[src/rtl/fir_pkg.sv]
// Shared state type and width helpers for the multi-channel streaming FIR.
package fir_pkg;

    typedef enum logic [1:0] {IDLE, MAC, OUT} state_t;

    function automatic int ch_width(input int ch);
        return (ch > 1) ? $clog2(ch) : 1;
    endfunction

    function automatic int acc_width(input int width, input int cwidth, input int n);
        return width + cwidth + $clog2(n);
    endfunction

endpackage

[src/rtl/fir_stream_if.sv]
// Sample stream, coefficient write port and result stream of fir_stream.
interface fir_stream_if
    import fir_pkg::*;
#(
    parameter int N      = 4,
    parameter int WIDTH  = 8,
    parameter int CWIDTH = 8,
    parameter int OWIDTH = 20,
    parameter int CH     = 2
);
    localparam int CW = ch_width(CH);
    localparam int KW = $clog2(N);

    logic                     in_valid;
    logic                     in_ready;
    logic [CW-1:0]            in_ch;
    logic signed [WIDTH-1:0]  sample_in;
    logic                     coef_we;
    logic [KW-1:0]            coef_addr;
    logic signed [CWIDTH-1:0] coef_data;
    logic                     coef_err;
    logic                     out_valid;
    logic                     out_ready;
    logic [CW-1:0]            out_ch;
    logic signed [OWIDTH-1:0] sample_out;
    logic                     sat;

    modport master (
        output in_valid, in_ch, sample_in, coef_we, coef_addr, coef_data, out_ready,
        input  in_ready, coef_err, out_valid, out_ch, sample_out, sat
    );

    modport slave (
        input  in_valid, in_ch, sample_in, coef_we, coef_addr, coef_data, out_ready,
        output in_ready, coef_err, out_valid, out_ch, sample_out, sat
    );

endinterface

[src/rtl/fir_mac.sv]
// Signed multiply-accumulate datapath with output sign-extension or saturation.
module fir_mac #(
    parameter int WIDTH  = 8,
    parameter int CWIDTH = 8,
    parameter int OWIDTH = 20,
    parameter int AW     = 18
) (
    input  logic                     clk,
    input  logic                     rst,
    input  logic                     i_clear,
    input  logic                     i_en,
    input  logic signed [WIDTH-1:0]  i_x,
    input  logic signed [CWIDTH-1:0] i_c,
    output logic signed [OWIDTH-1:0] o_res,
    output logic                     o_sat
);
    localparam int PW = WIDTH + CWIDTH;

    logic signed [PW-1:0] w_prod;
    logic signed [AW-1:0] w_sum;
    logic signed [AW-1:0] r_acc;

    assign w_prod = i_x * i_c;
    assign w_sum  = r_acc + {{(AW-PW){w_prod[PW-1]}}, w_prod};

    always_ff @(posedge clk) begin
        if (rst || i_clear) begin
            r_acc <= '0;
        end else if (i_en) begin
            r_acc <= w_sum;
        end
    end

    // Result is taken from the sum including the final tap, so no extra cycle is spent.
    generate
        if (OWIDTH >= AW) begin : g_ext
            assign o_res = OWIDTH'(w_sum);
            assign o_sat = 1'b0;
        end else begin : g_clamp
            localparam logic signed [AW-1:0] MAXV = {{(AW-OWIDTH+1){1'b0}}, {(OWIDTH-1){1'b1}}};
            localparam logic signed [AW-1:0] MINV = {{(AW-OWIDTH+1){1'b1}}, {(OWIDTH-1){1'b0}}};
            always_comb begin
                o_res = w_sum[OWIDTH-1:0];
                o_sat = 1'b0;
                if (w_sum > MAXV) begin
                    o_res = MAXV[OWIDTH-1:0];
                    o_sat = 1'b1;
                end else if (w_sum < MINV) begin
                    o_res = MINV[OWIDTH-1:0];
                    o_sat = 1'b1;
                end
            end
        end
    endgenerate

endmodule

[src/rtl/fir_stream.sv]
// Multi-channel time-multiplexed FIR: per-channel delay lines, shared coefficients, one MAC per cycle.
module fir_stream
    import fir_pkg::*;
#(
    parameter int N      = 4,
    parameter int WIDTH  = 8,
    parameter int CWIDTH = 8,
    parameter int OWIDTH = 20,
    parameter int CH     = 2
) (
    input logic        clk,
    input logic        rst,
    fir_stream_if.slave bus
);
    localparam int CW = ch_width(CH);
    localparam int AW = acc_width(WIDTH, CWIDTH, N);
    localparam int KW = $clog2(N);

    state_t                   r_state;
    logic [KW-1:0]            r_k;
    logic [CW-1:0]            r_ch;
    logic signed [WIDTH-1:0]  r_x [CH][N];
    logic signed [CWIDTH-1:0] r_coef [N];
    logic                     r_out_valid;
    logic [CW-1:0]            r_out_ch;
    logic signed [OWIDTH-1:0] r_sample_out;
    logic                     r_sat;
    logic                     r_coef_err;

    logic                     w_accept;
    logic                     w_coef_wr;
    logic                     w_last;
    logic signed [OWIDTH-1:0] w_res;
    logic                     w_sat;

    assign w_accept  = (r_state == IDLE) && bus.in_valid && (int'(bus.in_ch) < CH);
    assign w_coef_wr = (r_state == IDLE) && bus.coef_we && (int'(bus.coef_addr) < N);
    assign w_last    = (r_state == MAC) && (r_k == KW'(N - 1));

    fir_mac #(
        .WIDTH  (WIDTH),
        .CWIDTH (CWIDTH),
        .OWIDTH (OWIDTH),
        .AW     (AW)
    ) u_mac (
        .clk     (clk),
        .rst     (rst),
        .i_clear (w_accept),
        .i_en    (r_state == MAC),
        .i_x     (r_x[r_ch][r_k]),
        .i_c     (r_coef[r_k]),
        .o_res   (w_res),
        .o_sat   (w_sat)
    );

    always_ff @(posedge clk) begin
        if (rst) begin
            r_state      <= IDLE;
            r_k          <= '0;
            r_ch         <= '0;
            r_out_valid  <= 1'b0;
            r_out_ch     <= '0;
            r_sample_out <= '0;
            r_sat        <= 1'b0;
            r_coef_err   <= 1'b0;
            for (int unsigned k = 0; k < N; k++) begin
                r_coef[k] <= CWIDTH'(1);
                for (int unsigned c = 0; c < CH; c++) begin
                    r_x[c][k] <= '0;
                end
            end
        end else begin
            r_coef_err <= bus.coef_we && (r_state != IDLE);
            if (w_coef_wr) begin
                r_coef[bus.coef_addr] <= bus.coef_data;
            end
            case (r_state)
                IDLE: begin
                    if (w_accept) begin
                        for (int unsigned i = N - 1; i > 0; i--) begin
                            r_x[bus.in_ch][i] <= r_x[bus.in_ch][i-1];
                        end
                        r_x[bus.in_ch][0] <= bus.sample_in;
                        r_ch    <= bus.in_ch;
                        r_k     <= '0;
                        r_state <= MAC;
                    end
                end
                MAC: begin
                    r_k <= r_k + 1'b1;
                    if (w_last) begin
                        r_state      <= OUT;
                        r_out_valid  <= 1'b1;
                        r_sample_out <= w_res;
                        r_sat        <= w_sat;
                        r_out_ch     <= r_ch;
                    end
                end
                OUT: begin
                    if (bus.out_ready) begin
                        r_out_valid <= 1'b0;
                        r_state     <= IDLE;
                    end
                end
                default: r_state <= IDLE;
            endcase
        end
    end

    assign bus.in_ready   = (r_state == IDLE);
    assign bus.out_valid  = r_out_valid;
    assign bus.out_ch     = r_out_ch;
    assign bus.sample_out = r_sample_out;
    assign bus.sat        = r_sat;
    assign bus.coef_err   = r_coef_err;

endmodule
[src/flat_wrapper.sv]
// flat-port wrapper written by rule: the top's interface ports become plain ports
module fir_stream_flat import fir_pkg::*;
#(
    parameter int N      = 4,
    parameter int WIDTH  = 8,
    parameter int CWIDTH = 8,
    parameter int OWIDTH = 20,
    parameter int CH     = 2
)
  (clk, rst, bus_in_valid, bus_in_ch, bus_sample_in, bus_coef_we, bus_coef_addr, bus_coef_data, bus_out_ready, bus_in_ready, bus_coef_err, bus_out_valid, bus_out_ch, bus_sample_out, bus_sat);
  fir_stream_if #(.N(N), .WIDTH(WIDTH), .CWIDTH(CWIDTH), .OWIDTH(OWIDTH), .CH(CH)) bus_i ();
  input logic clk;
  input logic rst;
  input wire logic [$bits(bus_i.in_valid)-1:0] bus_in_valid;
  input wire logic [$bits(bus_i.in_ch)-1:0] bus_in_ch;
  input wire logic [$bits(bus_i.sample_in)-1:0] bus_sample_in;
  input wire logic [$bits(bus_i.coef_we)-1:0] bus_coef_we;
  input wire logic [$bits(bus_i.coef_addr)-1:0] bus_coef_addr;
  input wire logic [$bits(bus_i.coef_data)-1:0] bus_coef_data;
  input wire logic [$bits(bus_i.out_ready)-1:0] bus_out_ready;
  output wire logic [$bits(bus_i.in_ready)-1:0] bus_in_ready;
  output wire logic [$bits(bus_i.coef_err)-1:0] bus_coef_err;
  output wire logic [$bits(bus_i.out_valid)-1:0] bus_out_valid;
  output wire logic [$bits(bus_i.out_ch)-1:0] bus_out_ch;
  output wire logic [$bits(bus_i.sample_out)-1:0] bus_sample_out;
  output wire logic [$bits(bus_i.sat)-1:0] bus_sat;
  assign bus_i.in_valid = bus_in_valid;
  assign bus_i.in_ch = bus_in_ch;
  assign bus_i.sample_in = bus_sample_in;
  assign bus_i.coef_we = bus_coef_we;
  assign bus_i.coef_addr = bus_coef_addr;
  assign bus_i.coef_data = bus_coef_data;
  assign bus_i.out_ready = bus_out_ready;
  assign bus_in_ready = bus_i.in_ready;
  assign bus_coef_err = bus_i.coef_err;
  assign bus_out_valid = bus_i.out_valid;
  assign bus_out_ch = bus_i.out_ch;
  assign bus_sample_out = bus_i.sample_out;
  assign bus_sat = bus_i.sat;
  fir_stream #(.N(N), .WIDTH(WIDTH), .CWIDTH(CWIDTH), .OWIDTH(OWIDTH), .CH(CH)) u_core (.clk(clk), .rst(rst), .bus(bus_i));
endmodule
[config.mk]
export PLATFORM = sky130hd
export DESIGN_NAME = fir_stream_flat
export DESIGN_NICKNAME = d
export VERILOG_FILES = /design/src/rtl/fir_pkg.sv /design/src/rtl/fir_stream_if.sv /design/src/rtl/fir_mac.sv /design/src/rtl/fir_stream.sv /design/src/flat_wrapper.sv
export SDC_FILE = /design/constraint.sdc
export NUM_CORES = 1
export LEC_CHECK = 0
export ABC_AREA = 1
export CAP_MARGIN = 10
export CELL_PAD_IN_SITES_DETAIL_PLACEMENT = 0
export CELL_PAD_IN_SITES_GLOBAL_PLACEMENT = 1
export CORE_ASPECT_RATIO = 0.7
export CORE_MARGIN = 5
export CORE_UTILIZATION = 48
export DETAILED_ROUTE_END_ITERATION = 10
export GPL_TIMING_DRIVEN = 1
export PLACE_DENSITY = 0.82
export SYNTH_ARGS = -nofsm -noshare
export SYNTH_HDL_FRONTEND = slang
export SYNTH_HIERARCHICAL = 1
export SYNTH_SLANG_ARGS = --single-unit
[constraint.sdc]
create_clock -name clk -period 19.2 [get_ports clk]
set_input_delay 1.92 -clock clk [delete_from_list [all_inputs] [get_ports clk]]
set_output_delay 1.92 -clock clk [all_outputs]
set_load 0.05 [all_outputs]
Word level (Yosys, flattened, before mapping)
Memories as Yosys holds them, arrays and structs flattened. A register that Yosys moved wholly into a read port is not among the register bits.
Cells that the tools add are included.
- memory bits (writable): 96
- memories kept: 2
- register bits after elaboration: 44
- word-level logic and storage cells: 68
- memories (name ; depth ; width ; read ports ; clocked after memory_dff ; wr ports ; RTL line ; source):
    u_core.r_x ; 2 ; 32 ; 2 ; 1 ; 2 ; fir_stream.sv:22 ; logic signed [WIDTH-1:0] r_x [CH][N];
    u_core.r_coef ; 4 ; 8 ; 1 ; 1 ; 4 ; fir_stream.sv:23 ; logic signed [CWIDTH-1:0] r_coef [N];
- $add $sub $neg: 2
- equality and inequality tests: 6
- mux-type cells: 31
- order comparisons: 1
- bitwise gates (word level): 1
- multiply operators: 1
- reduce and logical (&&, ||, !) cells: 16
- operators by type and width (operator ; number):
    two-way mux 32 bit ; 1
    OR reduction 32 bit ; 1
    two-way mux 8 bit ; 3
    adder 18 bit ; 1
    binary-select mux 8 bit (select 2 bit) ; 1
    multiplier 8 x 8 -> 16 bit ; 1
    two-way mux 1 bit ; 16
    two-way mux 2 bit ; 7
    OR reduction 8 bit ; 1
    case mux 2 bit (3 select lines) ; 1
    AND reduction 2 bit ; 3
    AND reduction 3 bit ; 2
    nonzero test 2 bit ; 3
    == test 2 bit, second input constant ; 2
    logical AND 1 bit ; 4
    != test 2 x 1 -> 1 bit, second input constant ; 2
    case mux 2 bit (2 select lines) ; 1
    >= comparator 3 bit, second input constant ; 1
    inverter 2 -> 3 bit ; 1
    adder 2 x 1 -> 2 bit, second input constant ; 1
    == test 2 x 1 -> 1 bit, second input constant ; 1
    zero test 2 bit ; 1
    != test 2 bit, second input constant ; 1
    case mux 1 bit (2 select lines) ; 1
    logical OR 1 bit ; 1

Depth between registers and ports, before layout
- word-level depth: 8
- mapped depth: 43
- depth with buffers taken out: 39

Modules after synthesis
Netlist, hierarchy kept.
- modules (own cells, without submodules) (module ; seq. area each (um2) ; instances ; cells each ; area each (um2)):
    fir_stream ; 3523.4 ; 1 ; 625 ; 5676.7
    fir_mac ; 360.3 ; 1 ; 669 ; 4466.8

Worst setup path before layout
OpenSTA, ideal clock, no wires.
- path type: register to register
- start point: register u_core.r_k[0]
- end point: register u_core.r_sample_out[19] (netlist: u_core/bus.sample_out[19])
- cell stages (with the launch flop): 36
- slack: 12.983 ns
- buffers on the path: 4
- required time: 19.084 ns
- data arrival time: 6.100 ns
- cell sequence: dfxtp_1 > buf_2 > clkinv_1 > buf_2 > nand3_1 > nand2_1 > nand2_1 > nand2_1 > clkbuf_1 > or2_2 > fa_1 > fa_1 > inv_1 > fa_1 > inv_1 > fa_1 > inv_1 > ha_1 > inv_1 > o21ai_1 > a21oi_1 > o21ai_0 > xnor2_1 > inv_1 > ha_1 > a21oi_2 > o21ai_0 > a21oi_1 > nand2_1 > nor2_1 > inv_1 > nand2_1 > nand2_1 > buf_4 > nor2_1 > nor2_1
- word-level cells in the longest chain between the ends: 6
- elaborated cells on any way between the ends: 9
- classes of those cells: add/sub: 1; mul: 1; eq/ne: 1; mux: 3; bitwise: 1; reduce/logical: 2
- RTL lines (what ; RTL line ; source):
    start: declaration ; fir_stream.sv:20 ; logic [KW-1:0] r_k;
    start signal: assignment ; fir_stream.sv:90 ; r_k <= r_k + 1'b1;
    inverter 2 -> 3 bit (implied by the code) ; fir_stream.sv:50 ; .i_x (r_x[r_ch][r_k]),
    binary-select mux 8 bit (select 2 bit) ; fir_stream.sv:50 ;
    two-way mux 8 bit (implied by the code) (2 in a row) ; fir_stream.sv:50 ;
    multiplier 8 x 8 -> 16 bit ; fir_mac.sv:23 ; assign w_prod = i_x * i_c;
    adder 18 bit ; fir_mac.sv:24 ; assign w_sum = r_acc + {{(AW-PW){w_prod[PW-1]}}, w_prod};
    net u_core.w_res[17] ; fir_stream.sv:33 ; logic signed [OWIDTH-1:0] w_res;
    end signal: assignment ; fir_stream.sv:94 ; r_sample_out <= w_res;
    end: declaration ; fir_stream.sv:26 ; logic signed [OWIDTH-1:0] r_sample_out;
The timed path passes the listed nets, and every way through them passes these cells. The select of a mux whose other input is x is not followed.
A chain may end at the register's enable or synchronous reset.

Worst setup path after layout
- start point: register u_core.r_k[0]
- end point: register u_core.r_sample_out[18] (netlist: u_core/bus.sample_out[18])
Same word-level chain as after synthesis.

==> key figures <==
Status
  • Outcome: finished clean

Timing
  • Setup clock skew after layout: 0.0194 ns
  • Number of endpoints with negative hold slack in the final report: 0
  • Worst Max-Slew Pin Slew: 1.03 ns
  • Setup repair after global routing missed its margin: no
  • Fraction of the cycle the final worst path needs: 0.400
  • Final critical-path required period: 7.67 ns
  • Setup Total Neg Slack: 0 ns
  • Final Slew Violations: 0
  • Setup slack of the critical path after layout: 11.53 ns
  • Maximum clock frequency: 0.130 GHz
  • Relative slew slack: 0.314
  • Final setup fails: 0

GRT
  • Wire length of the first global-routing pass: 38.9 mm
  • Total routing usage reported by global routing: 0.198
  • Total grt overflow: 0
  • Number of antenna violations at the first check in global routing: 0
  • Maximum number of pins on one net before global-route repair: 35
  • Vias in the first global route: 7499

Clock tree
  • Clock input transition at the sequential cells of the worst setup and hold paths: 0.07 ns
  • Post-CTS setup buffer count: 0
  • Number of clock sinks: 146
  • TritonCTS clock tree: built
  • Latest clock arrival within the worst-skew pair: 0.43 ns
  • TritonCTS buffer count: 17
  • H-tree lvl count: 4
  • CTS root buffer: clkbuf_16
  • CTS-repair resized insts: 0
  • Number of buffers inserted for hold repair after clock tree synthesis: 0
  • Buffer depth of the longest clock path: 2

Critical path
  • R2R depth: 35
  • Most numerous cell on the critical path: nand2_1
  • Nature of the critical path startpoint: register
  • Required time at the worst-slack endpoint: 19.52 ns
  • Library cell contributing the largest single delay on the critical path: dfxtp_1
  • Capturing element type of the critical path: register
  • R2R setup slack: 11.53 ns
  • Reg-to-reg critical path startpoint: u_core/r_k[0]
  • WS Path Type: register to register
  • Highest fanout seen on the critical path: 19
  • Reg-to-Reg End: u_core/bus.sample_out[18]
  • Arrival time of the worst setup path: 7.99 ns
  • Stage delay of the slowest cell on the critical path: 0.85 ns

Synthesis
  • Fraction of synthesis flops using an asynchronous set or reset pin: 0
  • Most common cell in the netlist: inv_1
  • EDFF count, synth: 96
  • Sequential-to-total area share from yosys stat: 0.383
  • Combined area of all synthesized cells: 10100 sq um
  • Leading cell types by total area after synthesis: edfxtp_1 28%, fa_1 11%, inv_1 10%
  • Syn_nets: 1421
  • Synth unique cells: 42
  • Share of Yosys cell area claimed by the top area cell type: 0.284
  • Flip-flop cell with the highest count after synthesis: edfxtp_1
  • Number of register bits inferred by synthesis: 146
  • Commonest cells post-synth: 283 x inv_1, 268 x nand2_1, 209 x nor2_1
  • Most area-hungry cell type in the Yosys netlist: edfxtp_1
  • Yosys warning count: 6
  • Number of cells produced by synthesis: 1294
  • Syn_area_per_cell: 7.84 sq um

Min path
  • Depth of the worst hold-timing path: 2
  • Class of the most critical hold timing path: register to register
  • Endpoint of the worst hold-timing path: u_core/bus.out_valid
  • Start point of the worst min-delay path: u_core/bus.out_valid

Floorplan
  • Floorplan die height: 132 microns
  • Effective utilization at floorplan: 0.489
  • Die width: 184 microns
  • Number of top-level design ports: 49
  • Number of placement rows: 44
  • Die area: 24200 sq um
  • Core ar.: 20800 sq um

Finish
  • Number of antenna diodes: 0
  • Syn-to-layout area delta: 11.8%
  • Net count, final: 1442
  • Fraction of layout cells with a size suffix above 1: 0.0497

Routing
  • Wirelength per Cell: 14.6 microns
  • Per-cell via count in the routed design: 4.93
  • Final ANT Viol Nets: 0
  • Number of search-and-repair iterations in the first detailed-routing pass: 5
  • Iteration-0 DRC count of the detailed router: 638
  • Total Wirelength: 23.4 mm
  • Total number of vias: 7906
  • DRC violation count after routing: 0

Job
  • Number of max-cap violations: 0

Placed design
  • Number of buffers added on ports: 48
  • Final weighted congestion in routability-driven placement: 0.849
  • Setup WS pre-CTS: 11.59 ns
  • Final HPWL DP: 16.8 mm
worst max-delay path: cells and delay by family, from the launching register on:
family                     cells  cell delay [ns]
AOI/OAI and AO/OA              4             0.57
xor gates and xnor gates       1             0.15
DFF                            1             0.85
and+or+nand+nor               16             1.73
adders and majority gates      6             2.91
buffers and inverters          8             1.33
cells in the final DEF (no fill, tap or decap), types with 27 or more instances in the layout:
| master | n |
|---|---|
| a21oi_1 | 27 |
| inv_1 | 283 |
| edfxtp_1 | 96 |
| o21ai_0 | 54 |
| nor2_1 | 209 |
| nand2_1 | 267 |
| clkdlybuf4s50_1 | 48 |
| ha_1 | 47 |
| fa_1 | 56 |
| dfxtp_1 | 50 |
| nand3_1 | 69 |
through the flow:
stage	hold WS (ns)	instances	cell area, sq um	util
detailed placement	0.468	1572	10700	0.517
CTS	0.480	1604	11300	0.546
global placement	0.454	1572	10700	0.517
finish	0.474	1604	11300	0.546
floorplan	0.445	1294	10100	-
global route	0.505	1604	11300	0.546
worst max-delay path by stage:
stage,start,endpoint,cells after the start
after floorplan,u_core/r_k[0],u_core/bus.sample_out[19],35
after global placement,u_core/r_k[0],u_core/bus.sample_out[18],37
after detailed placement,u_core/r_k[0],u_core/bus.sample_out[18],37
after CTS,u_core/r_k[0],u_core/bus.sample_out[18],37
after global routing,u_core/r_k[0],u_core/bus.sample_out[18],37
final,u_core/r_k[0],u_core/bus.sample_out[18],35
layer usage:
layer  vias up  GRT usage  part of all wire
li1       3980          -                 -
met1      3695      0.326              0.53
met2       215      0.271              0.40
met3        16     0.0343             0.058
met4         0     0.0398            0.0086
met5         -          0                 0
sequential cells by signal (all words and copies together), names as in the netlist, named ones only:
signal / flops
u_core/bus.sample_out: 20
u_core/r_state: 2
u_core/bus.coef_err: 1
u_core/r_coef: 32
u_core/r_k: 2
u_core/r_ch: 1
u_core/bus.sat: 1
u_core/bus.out_ch: 1
u_core/bus.out_valid: 1
u_core/r_x: 64
u_core/u_mac/r_acc: 18
cell families after synthesis:
group | Yosys count | share of synthesized area
AND/OR/NAND/NOR | 575 | 0.235
buffers and inverters | 333 | 0.131
flip-flops | 146 | 0.383
AO/OA/AOI/OAI | 115 | 0.0639
adder cells (fa/ha/maj) | 103 | 0.168
XOR/XNOR | 21 | 0.0189
other | 1 | 0.000370
area by class of cell:
class,instances,area (sq um)
tap,276,345
clock inverter,15,183
inverter,284,1070
multi-input combinational,815,4940
clock buffer,17,425
timing repair buffer,51,503
fill,1979,9410
sequential,146,3880
Power is not shown: default switching activity piles up to over one toggle a cycle in this logic, so the estimate is an artifact.
